**src/rtl/sqrt_iter_unit_if.sv**
```systemverilog
// Handshake bundle for the iterative square-root unit: radicand in, root/remainder out.
// The slave modport is the unit's view; the master modport is the producer/consumer side.
interface sqrt_iter_unit_if #(
    parameter int WIDTH = 8
);
    logic                 in_valid_i;
    logic                 in_ready_o;
    logic [WIDTH-1:0]     x_i;
    logic                 out_valid_o;
    logic                 out_ready_i;
    logic [WIDTH/2-1:0]   root_o;
    logic [WIDTH/2:0]     rem_o;
    logic                 exact_o;
    logic                 busy_o;

    modport slave (
        input  in_valid_i, x_i, out_ready_i,
        output in_ready_o, out_valid_o, root_o, rem_o, exact_o, busy_o
    );

    modport master (
        output in_valid_i, x_i, out_ready_i,
        input  in_ready_o, out_valid_o, root_o, rem_o, exact_o, busy_o
    );
endinterface

```
**src/rtl/sqrt_iter_unit.sv**
```systemverilog
// Restoring digit-by-digit integer sqrt, UNROLL iterations per clock; result valid N=WIDTH/(2*UNROLL)
// edges after accept. Accepts only in IDLE; DONE holds the result until out_ready_i.
module sqrt_iter_unit #(
    parameter int WIDTH  = 8,
    parameter int UNROLL = 1
) (
    input  logic            clk_i,
    input  logic            rst_i,
    sqrt_iter_unit_if.slave bus
);
    localparam int H  = WIDTH / 2;
    localparam int RW = H + 2;
    localparam int N  = WIDTH / (2 * UNROLL);
    localparam int CW = (N > 1) ? $clog2(N) : 1;

    typedef enum logic [1:0] {
        IDLE = 2'd0,
        CALC = 2'd1,
        DONE = 2'd2
    } state_t;

    state_t           state_q;
    logic             in_ready_q;
    logic             out_valid_q;
    logic             busy_q;
    logic [WIDTH-1:0] x_q;
    logic [RW-1:0]    rem_q;
    logic [H-1:0]     root_q;
    logic [CW-1:0]    cnt_q;
    logic [H-1:0]     root_out_q;
    logic [H:0]       rem_out_q;
    logic             exact_q;

    logic [WIDTH-1:0] nx_x;
    logic [RW-1:0]    nx_rem;
    logic [RW-1:0]    trial;
    logic [H-1:0]     nx_root;

    // Partial remainder stays below 2^H before every non-final step, so dropping
    // its top two bits on the shift never loses information.
    always_comb begin
        nx_x    = x_q;
        nx_rem  = rem_q;
        nx_root = root_q;
        trial   = '0;
        for (int i = 0; i < UNROLL; i++) begin
            nx_rem = {nx_rem[RW-3:0], nx_x[WIDTH-1 -: 2]};
            nx_x   = nx_x << 2;
            trial  = {nx_root, 2'b01};
            if (nx_rem >= trial) begin
                nx_rem  = nx_rem - trial;
                nx_root = {nx_root[H-2:0], 1'b1};
            end else begin
                nx_root = {nx_root[H-2:0], 1'b0};
            end
        end
    end

    always_ff @(posedge clk_i or posedge rst_i) begin
        if (rst_i) begin
            state_q     <= IDLE;
            in_ready_q  <= 1'b1;
            out_valid_q <= 1'b0;
            busy_q      <= 1'b0;
            x_q         <= '0;
            rem_q       <= '0;
            root_q      <= '0;
            cnt_q       <= '0;
            root_out_q  <= '0;
            rem_out_q   <= '0;
            exact_q     <= 1'b1;
        end else begin
            case (state_q)
                IDLE: begin
                    if (bus.in_valid_i) begin
                        state_q    <= CALC;
                        in_ready_q <= 1'b0;
                        busy_q     <= 1'b1;
                        x_q        <= bus.x_i;
                        rem_q      <= '0;
                        root_q     <= '0;
                        cnt_q      <= CW'(N - 1);
                    end
                end
                CALC: begin
                    x_q    <= nx_x;
                    rem_q  <= nx_rem;
                    root_q <= nx_root;
                    cnt_q  <= cnt_q - 1'b1;
                    if (cnt_q == '0) begin
                        state_q     <= DONE;
                        out_valid_q <= 1'b1;
                        root_out_q  <= nx_root;
                        rem_out_q   <= nx_rem[H:0];
                        exact_q     <= (nx_rem == '0);
                    end
                end
                DONE: begin
                    if (bus.out_ready_i) begin
                        state_q     <= IDLE;
                        out_valid_q <= 1'b0;
                        in_ready_q  <= 1'b1;
                        busy_q      <= 1'b0;
                    end
                end
                default: begin
                    state_q     <= IDLE;
                    out_valid_q <= 1'b0;
                    in_ready_q  <= 1'b1;
                    busy_q      <= 1'b0;
                    cnt_q       <= '0;
                end
            endcase
        end
    end

    assign bus.in_ready_o  = in_ready_q;
    assign bus.out_valid_o = out_valid_q;
    assign bus.busy_o      = busy_q;
    assign bus.root_o      = root_out_q;
    assign bus.rem_o       = rem_out_q;
    assign bus.exact_o     = exact_q;
endmodule

```
**src/flat_wrapper.sv**
```systemverilog
// flat-port wrapper written by rule: the top's interface ports become plain ports
module sqrt_iter_unit_flat 
#(
    parameter int WIDTH  = 8,
    parameter int UNROLL = 1
)
  (clk_i, rst_i, bus_in_valid_i, bus_x_i, bus_out_ready_i, bus_in_ready_o, bus_out_valid_o, bus_root_o, bus_rem_o, bus_exact_o, bus_busy_o);
  sqrt_iter_unit_if #(.WIDTH(WIDTH)) bus_i ();
  input  logic clk_i;
  input  logic rst_i;
  input wire logic [$bits(bus_i.in_valid_i)-1:0] bus_in_valid_i;
  input wire logic [$bits(bus_i.x_i)-1:0] bus_x_i;
  input wire logic [$bits(bus_i.out_ready_i)-1:0] bus_out_ready_i;
  output wire logic [$bits(bus_i.in_ready_o)-1:0] bus_in_ready_o;
  output wire logic [$bits(bus_i.out_valid_o)-1:0] bus_out_valid_o;
  output wire logic [$bits(bus_i.root_o)-1:0] bus_root_o;
  output wire logic [$bits(bus_i.rem_o)-1:0] bus_rem_o;
  output wire logic [$bits(bus_i.exact_o)-1:0] bus_exact_o;
  output wire logic [$bits(bus_i.busy_o)-1:0] bus_busy_o;
  assign bus_i.in_valid_i = bus_in_valid_i;
  assign bus_i.x_i = bus_x_i;
  assign bus_i.out_ready_i = bus_out_ready_i;
  assign bus_in_ready_o = bus_i.in_ready_o;
  assign bus_out_valid_o = bus_i.out_valid_o;
  assign bus_root_o = bus_i.root_o;
  assign bus_rem_o = bus_i.rem_o;
  assign bus_exact_o = bus_i.exact_o;
  assign bus_busy_o = bus_i.busy_o;
  sqrt_iter_unit #(.WIDTH(WIDTH), .UNROLL(UNROLL)) u_core (.clk_i(clk_i), .rst_i(rst_i), .bus(bus_i));
endmodule
```
**config.mk**
```make
export PLATFORM = sky130hd
export DESIGN_NAME = sqrt_iter_unit_flat
export DESIGN_NICKNAME = d
export VERILOG_FILES = /design/src/rtl/sqrt_iter_unit_if.sv /design/src/rtl/sqrt_iter_unit.sv /design/src/flat_wrapper.sv
export SDC_FILE = /design/constraint.sdc
export NUM_CORES = 1
export LEC_CHECK = 0
export CORE_ASPECT_RATIO = 1.1
export CORE_UTILIZATION = 40
export CTS_BUF_LIST = sky130_fd_sc_hd__clkbuf_2 sky130_fd_sc_hd__clkbuf_4 sky130_fd_sc_hd__clkbuf_8
export DETAILED_ROUTE_END_ITERATION = 12
export PLACE_DENSITY = 0.71
export SLEW_MARGIN = 25
export SYNTH_ARGS = -nofsm -noshare
export SYNTH_HDL_FRONTEND = slang
export SYNTH_SLANG_ARGS = --single-unit
```
**constraint.sdc**
```tcl
create_clock -name clk_i -period 2.5 [get_ports clk_i]
set_clock_uncertainty 0.2 [all_clocks]
set_input_delay 0.5 -clock clk_i [delete_from_list [all_inputs] [get_ports clk_i]]
set_output_delay 0.5 -clock clk_i [all_outputs]
set_load 0.05 [all_outputs]
```
# Word-level counts from Yosys, hierarchy flattened
# Cells that the tools add are included.
# word_totals
wordCells	54
regBits	33
input_bits	12
out_inout_bits	13
# classes
eq_ne	5
n_mux	22
order_cmp	1
n_reduce_logical	10
n_addsub	2
n_bitwise	3
# op_table
op	n
case mux 4 bit (2 select lines)	2
case mux 8 bit (2 select lines)	1
case mux 2 bit (3 select lines)	2
case mux 1 bit (3 select lines)	3
AND reduction 3 bit	3
two-way mux 2 bit	4
two-way mux 4 bit	2
two-way mux 8 bit	1
>= comparator 6 bit	1
logical NOT 6 bit	1
two-way mux 1 bit	6
two-way mux 6 bit	1
AND reduction 2 bit	3
subtractor 6 bit	1
logical NOT 2 bit	2
inequality test 2 bit (second input constant)	2
inverter 1 bit	3
== test 2 x 1 -> 1 bit (second input constant)	1
== test 2 bit (second input constant)	1
inequality test 2 x 1 -> 1 bit (second input constant)	1
nonzero test 2 bit	1
subtractor 2 x 1 -> 2 bit (second input constant)	1

# Logic depth before layout (Yosys ltp)
# depth
ltp_word	3
depth_mapped	7
ltp_nobuf	7

# Least setup slack after synthesis
# Ideal clock, no wire load.
# synth_path
path_type	reg-to-reg
from	reg u_core.root_q[1]
to	reg u_core.rem_out_q[2], in the netlist u_core.bus.rem_o[2]
t_arrival_ps	1679
setup_time_ps	83
required_time_ps	2217
setup_slack_ps	538
path_stages_with_launch	8
n_path_buf	0
synth_period_minus_slack_ps	1962
path_cell_list	dfrtp_1 -> inv_1 -> ha_1 -> a21o_1 -> a31oi_1 -> o21ai_4 -> mux2_2 -> o21ai_0
# synth_via
elab_chain_len	2
# synth_rtl
item	line	rtl
start, declared	sqrt_iter_unit.sv:28	logic [H-1:0] root_q;
start signal, assigned	sqrt_iter_unit.sv:88	root_q <= nx_root;
>= comparator 6 bit	sqrt_iter_unit.sv:50	if (nx_rem >= trial) begin
two-way mux 6 bit	sqrt_iter_unit.sv:50	
end signal, assigned	sqrt_iter_unit.sv:94	rem_out_q <= nx_rem[H:0];
end, declared	sqrt_iter_unit.sv:31	logic [H:0] rem_out_q;
# No other way between the ends.
# A chain may end at the register's enable or synchronous reset.

# Worst setup path in the final report
# layout_path
from	reg u_core.in_ready_q, in the netlist u_core.bus.in_ready_o
to	out bus_in_ready_o
# layout_lines
item	line	rtl
start, declared	sqrt_iter_unit.sv:23	logic in_ready_q;
start signal, assigned	sqrt_iter_unit.sv:62	in_ready_q <= 1'b1;
start signal, assigned	sqrt_iter_unit.sv:77	in_ready_q <= 1'b0;
start signal, assigned	sqrt_iter_unit.sv:102	in_ready_q <= 1'b1;
end, declared	flat_wrapper.sv:14	output wire logic [$bits(bus_i.in_ready_o)-1:0] bus_in_ready_o;
# No word-level cell between the ends.

==> results.ini <==
[logic_synthesis]
yosysMostFrequentCell = dfrtp_1
async_flop_share = 1.00
ys_top_cells_by_area = dfrtp_1, o21ai_0, nand2_1, mux2i_1, ha_1
synth_common_cells = dfrtp_1, nand2_1, o21ai_0
synth.ff_latch_count = 33
synth_ff_type = dfrtp_1
synth-edff-count = 0
synthCells = 169
yosys_warnings = 0
synth_top_area_frac = 0.475
netlist-cell-type-count = 34
synth.largest_area_cell = dfrtp_1
syn-num-nets = 188
synth_seq_area_share = 0.507
syn_area_um2 = 1630
avgSynthCellArea_um2 = 9.67

[timing]
relSlewSlack = 0.617
fin_crit_ns = 2.32
final-hold-violation-count = 0
post-route-period-util = 0.930
drv_slew = 0
setup_ws_ns = 0.176
fin_setup_tns_ns = 0
worst_pin_slew_ns = 0.574
fmax_mhz = 430
rsz0062_at_grt = no
setup_viol = 0

[finish]
syn2layout_area_growth_pct = 25.6
multi_input_area_um2 = 727
final_nets = 215
fillers = 375
antenna_cells = 0
design_area_um2 = 2050
regArea_um2 = 828
drive_above_1_share = 0.0863

[clock_tree]
cts_resized = 0
path_clk_slew_ns = 0.07
clock_latency_ns = 0.29
numCtsBuffers = 5
cts.path.max_buffers = 2
cts_hold_buf = 0
cts_root_buf = clkbuf_8
post-cts-setup-buffer-count = 0
cts_tree = yes
h-tree-depth = 2
cts.sink_count = 33

[outcome]
outcome = complete, no violations

[grt]
grt_use_total = 0.173
grt_antenna_before_repair = 0
grt_max_degree = 34
grt_pass1_wl_um = 5660
grt_pass1_vias = 1225
grt_remaining_overflow = 0

[floorplanning]
core-area_um2 = 3930
rows = 24
die_area_um2 = 4350
initial_core_util = 0.415
die_height_um = 69.0
io-pin-count = 25
die_x_um = 62.9

[critical_path]
critical_path.max_fanout = 3
crit_buf_inv = 1
regToRegSetupSlack_ns = 0.36
arrival_ns = 1.62
crit_family = buffers and inverters
end_kind = output port
cp.required_ns = 1.80
reg2reg_from = u_core.rem_q[1]
setup.worst_path.class = flop to output port
cp_cell_sequence = clkdlybuf4s50_1
r2r-end = u_core.rem_q[2]
slowest_delay_ns = 0.80
worst_path_max_delay_cell = clkdlybuf4s50_1
critPathLaunchType = flop
worstRegToRegCells = 6

[power_and_ir_drop]
power.density_nw_per_um2 = 1580
irDropWorstVdd_mv = 0.637
p_total_uw = 3250
p_leak_uw = 0.000926

[place]
io_buffers = 24
gp_congestion = 0.865
hpwl_um = 2210
dpl_worst_slack_ns = 0.372
dpl_cell_area_um2 = 1930

[routing]
drt-total-wl_um = 3150
wl_per_cell_um = 12.6
drc = 0
drt_iter0_drc = 28
firstDrtPassIters = 4
vias_per_cell = 4.90
ant_nets = 0
num_vias = 1220

[min_path]
hold_start = u_core.bus.rem_o[3]
whs_path_depth = 2
whs_endpoint = u_core.bus.rem_o[3]
hold_class = flop to flop

[job]
timing.max_cap.violations = 0

## cells in the final DEF, fill, tap and decap left out, drive strengths merged
master / count
o211ai: 1
mux2i: 9
o21bai: 1
and2b: 1
nand2b: 3
o21a: 1
a21oi: 7
a22o: 1
dfstp: 2
a21o: 1
a31oi: 1
nor2b: 2
o21ai: 29
nand3: 2
bufinv: 1
nand3b: 1
xor2: 3
clkbuf: 7
or4: 2
a32o: 1
o31ai: 1
dfrtp: 31
clkdlybuf4s50: 24
buf: 3
and3: 1
o22ai: 1
nand2: 28
a31o: 1
nor4: 1
ha: 7
mux2: 3
inv: 13
xnor2: 1
nor2: 6
## cell type report
cell class,instances,area share
Clock buffer,7,0.0439
Clock inverter,1,0.0146
Inverter,13,0.0238
Multi-Input combinational cell,116,0.354
Sequential cell,33,0.404
Tap cell,52,0.0317
Timing Repair Buffer,27,0.128
## power breakdown
group	internal, uW	total [uW]	switching, uW	leakage (uW)
sequential	780	962	182	0.000410
clock	336	527	192	0.0000619
combinational	700	1760	1060	0.000455
## worst max path at each step
stage                                     start                  end  slack, ns  cells after the start
after floorplan                u_core.root_q[1]  u_core.bus.rem_o[2]       0.54                      7
after global placement          u_core.rem_q[1]      u_core.rem_q[1]       0.43                      6
after detailed placement        u_core.rem_q[1]      u_core.rem_q[2]       0.37                      6
after CTS                 u_core.bus.in_ready_o       bus_in_ready_o       0.16                      1
after global routing      u_core.bus.in_ready_o       bus_in_ready_o       0.13                      1
final                     u_core.bus.in_ready_o       bus_in_ready_o       0.18                      1
## cells by family (layout without fill, tap and decap cells)
kind of cell             count (synthesis)  in the layout  synth area share
AO/OA/AOI/OAI                           46             46             0.165
XOR/XNOR                                 4              4            0.0214
adder cells (fa/ha/maj)                  7              7            0.0536
buffers and inverters                   20             48            0.0482
flip-flops                              33             33             0.507
multiplexers                            12             12            0.0758
AND/OR/NAND/NOR                         47             47             0.129
## flip-flops by register name (all words and copies together) (netlist names)
signal,cells
u_core.bus.exact_o,1
u_core.bus.in_ready_o,1
u_core.rem_q,4
u_core.state_q,2
u_core.bus.out_valid_o,1
u_core.bus.busy_o,1
u_core.bus.root_o,4
u_core.root_q,4
u_core.cnt_q,2
u_core.bus.rem_o,5
u_core.x_q,8
## per-stage QoR
step / instances / hold WS [ns] / util
floorplan: 169 / 0.249 / -
global route: 249 / 0.303 / 0.522
CTS: 249 / 0.285 / 0.522
global placement: 241 / 0.260 / 0.491
detailed placement: 241 / 0.270 / 0.491
finish: 249 / 0.275 / 0.522
## routing by layer
| layer | global-route usage | vias up | share of wire |
|---|---|---|---|
| li1 | - | 632 | - |
| met1 | 0.207 | 556 | 0.46 |
| met2 | 0.276 | 26 | 0.49 |
| met3 | 0.0546 | 6 | 0.038 |
| met4 | 0.0853 | 0 | 0.019 |
| met5 | 0 | - | 0 |
(Power assumes the default switching activity.)
